===== src/rtl/fifo_to_sdram_frame_writer_pkg.sv =====
// fifo_to_sdram_frame_writer_pkg: state encoding, SDRAM address field layout and default frame geometry.
// Shared by the SDRAM frame writer and the SDRAM-to-VGA reader so both agree on the address map.
package fifo_to_sdram_frame_writer_pkg;

    typedef enum logic [2:0] {
        IDLE,
        GET_HI,
        GET_LO,
        WRITE,
        DONE
    } wr_state_e;

    localparam int FRAME_ID_W   = 6;
    localparam int LINE_W       = 10;
    localparam int WORD_W       = 9;
    localparam int LINE_LSB     = WORD_W;
    localparam int FRAME_ID_LSB = LINE_LSB + LINE_W;
    localparam int ADDR_W       = FRAME_ID_LSB + FRAME_ID_W;

    localparam int DEF_LINES_PER_FRAME = 768;
    localparam int DEF_WORDS_PER_LINE  = 512;

endpackage


===== src/rtl/fifo_to_sdram_frame_writer.sv =====
// fifo_to_sdram_frame_writer: packs show-ahead FIFO byte pairs into 16-bit Avalon-MM writes for one frame.
// SDRAM_WR_CHECKSUM_EN adds oCHECKSUM, the mod-2^16 sum of every word written in the frame.
module fifo_to_sdram_frame_writer
    import fifo_to_sdram_frame_writer_pkg::*;
#(
    parameter int LINES_PER_FRAME = DEF_LINES_PER_FRAME,
    parameter int WORDS_PER_LINE  = DEF_WORDS_PER_LINE
) (
    input  logic                  iCLK,
    input  logic                  iRST_N,
    input  logic                  iSTART,
    input  logic [FRAME_ID_W-1:0] iFRAME_ID,
    output logic                  oBUSY,
    output logic                  oDONE,
    input  logic                  iFIFO_EMPTY,
    input  logic [7:0]            iFIFO_RDATA,
    output logic                  oFIFO_RDREQ,
    input  logic                  iWAIT_REQUEST,
    output logic                  oWR_EN,
    output logic [ADDR_W-1:0]     oWR_ADDR,
    output logic [15:0]           oWR_DATA
`ifdef SDRAM_WR_CHECKSUM_EN
    ,
    output logic [15:0]           oCHECKSUM
`endif
);

    wr_state_e             state_q, state_d;
    logic [FRAME_ID_W-1:0] frame_q, frame_d;
    logic [LINE_W-1:0]     line_q, line_d;
    logic [WORD_W-1:0]     word_q, word_d;
    logic [15:0]           data_q, data_d;
    logic                  start_ok, accept, last_word, last_frame;

    assign start_ok    = state_q == IDLE && iSTART;
    assign accept      = state_q == WRITE && !iWAIT_REQUEST;
    assign last_word   = word_q == WORD_W'(WORDS_PER_LINE - 1);
    assign last_frame  = last_word && line_q == LINE_W'(LINES_PER_FRAME - 1);

    assign oBUSY       = state_q != IDLE;
    assign oDONE       = state_q == DONE;
    assign oWR_EN      = state_q == WRITE;
    assign oFIFO_RDREQ = (state_q == GET_HI || state_q == GET_LO) && !iFIFO_EMPTY;
    assign oWR_ADDR    = {frame_q, line_q, word_q};
    assign oWR_DATA    = data_q;

    always_ff @(posedge iCLK or negedge iRST_N) begin
        if (!iRST_N) begin
            state_q <= IDLE;
            frame_q <= '0;
            line_q  <= '0;
            word_q  <= '0;
            data_q  <= '0;
        end else begin
            state_q <= state_d;
            frame_q <= frame_d;
            line_q  <= line_d;
            word_q  <= word_d;
            data_q  <= data_d;
        end
    end

    // Address and data registers only move outside a pending write, which keeps the Avalon hold rule.
    always_comb begin
        state_d = state_q;
        frame_d = frame_q;
        line_d  = line_q;
        word_d  = word_q;
        data_d  = data_q;
        case (state_q)
            IDLE: if (start_ok) begin
                state_d = GET_HI;
                frame_d = iFRAME_ID;
                line_d  = '0;
                word_d  = '0;
            end
            GET_HI: if (oFIFO_RDREQ) begin
                state_d      = GET_LO;
                data_d[15:8] = iFIFO_RDATA;
            end
            GET_LO: if (oFIFO_RDREQ) begin
                state_d     = WRITE;
                data_d[7:0] = iFIFO_RDATA;
            end
            WRITE: if (accept) begin
                state_d = last_frame ? DONE : GET_HI;
                word_d  = last_word ? '0 : word_q + WORD_W'(1);
                line_d  = last_word ? line_q + LINE_W'(1) : line_q;
            end
            DONE:    state_d = IDLE;
            default: state_d = IDLE;
        endcase
    end

`ifdef SDRAM_WR_CHECKSUM_EN
    logic [15:0] sum_q, sum_d;

    assign sum_d     = start_ok ? '0 : accept ? sum_q + data_q : sum_q;
    assign oCHECKSUM = sum_q;

    always_ff @(posedge iCLK or negedge iRST_N) begin
        if (!iRST_N) sum_q <= '0;
        else         sum_q <= sum_d;
    end
`endif

endmodule


===== config.mk =====
export PLATFORM = sky130hd
export DESIGN_NAME = fifo_to_sdram_frame_writer
export DESIGN_NICKNAME = d
export VERILOG_FILES = /design/src/rtl/fifo_to_sdram_frame_writer_pkg.sv /design/src/rtl/fifo_to_sdram_frame_writer.sv
export SDC_FILE = /design/constraint.sdc
export NUM_CORES = 1
export LEC_CHECK = 0
export ABC_AREA = 1
export BUFFER_PORTS_ARGS = -buffer_cell sky130_fd_sc_hd__buf_2
export CORE_MARGIN = 1.5
export CORE_UTILIZATION = 40
export CTS_BUF_LIST = sky130_fd_sc_hd__clkbuf_16
export CTS_CLUSTER_DIAMETER = 40
export DETAILED_ROUTE_END_ITERATION = 10
export PLACE_DENSITY = 0.62
export SKIP_CTS_REPAIR_TIMING = 1
export SYNTH_ARGS = -nofsm -noshare
export SYNTH_HDL_FRONTEND = slang
export SYNTH_SLANG_ARGS = --single-unit

===== constraint.sdc =====
create_clock -name iCLK -period 5.2 [get_ports iCLK]
set_clock_uncertainty 0.15 [all_clocks]
set_input_delay 1.56 -clock iCLK [delete_from_list [all_inputs] [get_ports iCLK]]
set_output_delay 1.56 -clock iCLK [all_outputs]
set_load 0.01 [all_outputs]

==> run_results.csv <==
group,metric,value,unit
die,initial_core_util,42.5,%
critical_path,rrSetupSlack,2.76,ns
sta,setup_tns,0,ns
grt,grt_pass1_vias,1778,
routing,viasPerCell,4.75,
power_and_ir_drop,swShare,35.9,%
critical_path,worstRegToRegCells,15,
synth,dominantRegCellSynth,"dfrtp_1",
power_and_ir_drop,power.leakage,1.48,nW
layout,layout_commonest_cell,"nand2_1",
routing,routed_wirelength,4.66,mm
critical_path,slowest_delay,0.12,ns
power_and_ir_drop,p_int,0.855,mW
sta,slew_headroom,34.8,%
synth,synth.net_count,289,
placement,dp_cells,394,
die,die_w,77.6,µm
die,fp.dieArea,6020,µm²
synth,synth_edf_count,0,
sta,finalCritPeriodShare,71.1,%
layout,syn2layout_area_growth,23.4,%
routing,vias,1909,
routing,dr.pass1.iters,4,
synth,syn_area_per_cell,8.33,µm²
synth,yosysWarnings,0,
critical_path,crit_required,3.49,ns
synth,syn_area,2220,µm²
sta,drv_slew,0,
critical_path,worstReg2RegStart,"word_q[0]",
sta,finalSetupViolations,0,
critical_path,crit_end,"oFIFO_RDREQ",
die,num_rows,26,
power_and_ir_drop,clock_power_share,26.3,%
sta,worst_pin_slew,0.978,ns
layout,drive_above_1_share,26.2,%
sta,rsz0062_at_grt,"no",
status,status,"complete, no violations",
layout,regArea,1100,µm²
grt,grt_use_total,16.8,%
sta,worst_slack,1.50,ns
critical_path,crit_chain,"buf_2 -> inv_1 -> nand2_1 -> inv_1 -> buf_2",
sta,fmax,270,MHz
power_and_ir_drop,power-per-cell-area,486,nW/µm²
power_and_ir_drop,power,1.33,mW
routing,wl_per_cell,11.6,µm
placement,place_area,2580,µm²
die,coreArea,5240,µm²
layout,multi_input_area,923,µm²
grt,grt_pass1_wl,8.02,mm
sta,hold_violations,0,
critical_path,startpoint_type,"input port",
routing,antenna_left,0,
cts,ctsRootBufferMaster,"clkbuf_16",
cts,cts_tree,"built",
layout,stdcell_count,402,
routing,drc_errors,0,
layout,n_fill_cell,506,
synth,ys_seq_area_share,49.5,%
run,maxCapViolCount,0,
die,pin_count,64,
critical_path,critical_path.slowest_cell,"buf_2",
cts,cts.clk_slew.worst_paths,0.06,ns
critical_path,cp-end-kind,"output pin",
grt,grt_antenna_before_repair,0,
power_and_ir_drop,peakVddDrop,0.268,mV
cts,worst_skew_pair.late_latency,0.28,ns
placement,dp_hpwl,3.31,mm
cts,cts_buffer_depth,2,
synth,ys_types,30,
critical_path,crit_arrival,1.99,ns
cts,clock_sinks,44,
synth,synth_async_sr_flop_share,100,%
grt,grt_overflow,0,
placement,place_congestion,0.803,
critical_path,startpoint,"iFIFO_EMPTY",
placement,io_buffers,63,
synth,syn_inst,267,
grt,grt_max_degree,45,
die,die_h,77.6,µm
critical_path,critical_path.max_fanout,3,
layout,n_antenna_cell,0,
power_and_ir_drop,pwr-share-comb,35.3,%
critical_path,r2r-end,"line_q[2]",
synth,ys_ff_latch,44,
sta,fin_crit,3.70,ns
cts,htree_levels,2,
layout,nets,353,
layout,final_design_area_no_fill,2750,µm²
cts,numCtsBuffers,5,
placement,dp_slack,1.51,ns
critical_path,timing_worst_setup_path_type,"input port to output pin",
routing,drtIter0Drc,124,
min_path,hp-class,"flip-flop to flip-flop",
power_and_ir_drop,pwr-share-seq,38.4,%
layout,mostFrequentLayoutCells,"nand2_1, buf_2, dfrtp_1, inv_1, nand3_1",
power_and_ir_drop,netSwitchingPower,0.479,mW
worst min-delay path by stage:
stage           startpoint          end  slack [ns]  cells after the start
5_1_grt        oWR_DATA[6]  oWR_DATA[6]        0.35                      2
3_3_place_gp   oWR_DATA[2]  oWR_DATA[2]        0.31                      2
3_5_place_dp   oWR_DATA[2]  oWR_DATA[2]        0.32                      2
4_1_cts        oWR_DATA[2]  oWR_DATA[2]        0.34                      2
6_report       oWR_DATA[7]  oWR_DATA[7]        0.33                      2
2_1_floorplan  oWR_DATA[0]  oWR_DATA[0]        0.37                      2
per-stage QoR:
stage | utilization, % | hold slack, ns
finish | 52.4 | 0.335
CTS | 52.4 | 0.337
global route | 52.4 | 0.351
detailed placement | 49.3 | 0.322
global placement | 49.3 | 0.315
floorplan | - | 0.369
routing by layer:
metal  wire (µm)  share of wire [%]  up-vias  track usage (%)
met2        2040                 44       58             25.8
met4          89                1.9        0             6.73
met1        2240                 48      858             22.2
met3         290                6.2        8             5.06
li1            -                  -      985                -
met5           0                  0        -                0
final cells by class:
type | instances | share of cell area, %
repair buffers | 63 | 11.5
inverters | 41 | 5.61
clock inverters | 3 | 1.41
clock buffers | 5 | 4.56
multi-input cells | 176 | 33.6
flip-flops and latches | 44 | 40.1
well taps | 70 | 3.19
kinds of logic (layout without fill, tap and decap cells):
| family | count (synthesis) | after routing | synth area share, % |
|---|---|---|---|
| and+or+nand+nor | 130 | 130 | 26.3 |
| buffers and inverters | 47 | 112 | 9.00 |
| DFF | 44 | 44 | 49.5 |
| AOI/OAI and AO/OA | 33 | 33 | 8.89 |
| muxes | 7 | 7 | 3.49 |
| adders and majority gates | 3 | 3 | 1.69 |
| xor gates and xnor gates | 3 | 3 | 1.18 |
sequential cells by signal, summed over array words and instances, names as in the netlist:
name / cells
line_q: 10
oWR_DATA: 16
word_q: 9
frame_q: 6
state_q: 3
critical path, delay by kind of cell:
kind / cells / cell delay (ns)
simple gates: 1 / 0.07
buf+inv: 4 / 0.36
synthesized netlist by cell type (3+ instances only):
library cell / instances / area share [%]
nand4_1: 8 / 2.2
nand2_1: 73 / 12
nor3_1: 3 / 0.67
xor2_1: 3 / 1.2
inv_1: 40 / 6.7
nand3_1: 23 / 5.2
mux2_2: 6 / 3.0
ha_1: 3 / 1.7
o21ai_1: 3 / 0.67
o21a_1: 8 / 2.7
o21ai_0: 17 / 3.8
dfrtp_1: 44 / 49
nor2_1: 13 / 2.2
power by group through the flow:
stage	clock (mW)	sequential, mW	combinational, mW
2_1_floorplan	0	0.553	0.293
3_3_place_gp	0	0.514	0.471
3_5_place_dp	0	0.516	0.479
4_1_cts	0.360	0.512	0.479
5_1_grt	0.375	0.528	0.530
6_report	0.351	0.513	0.470
No activity file was read; power rests on OpenSTA's default activity.
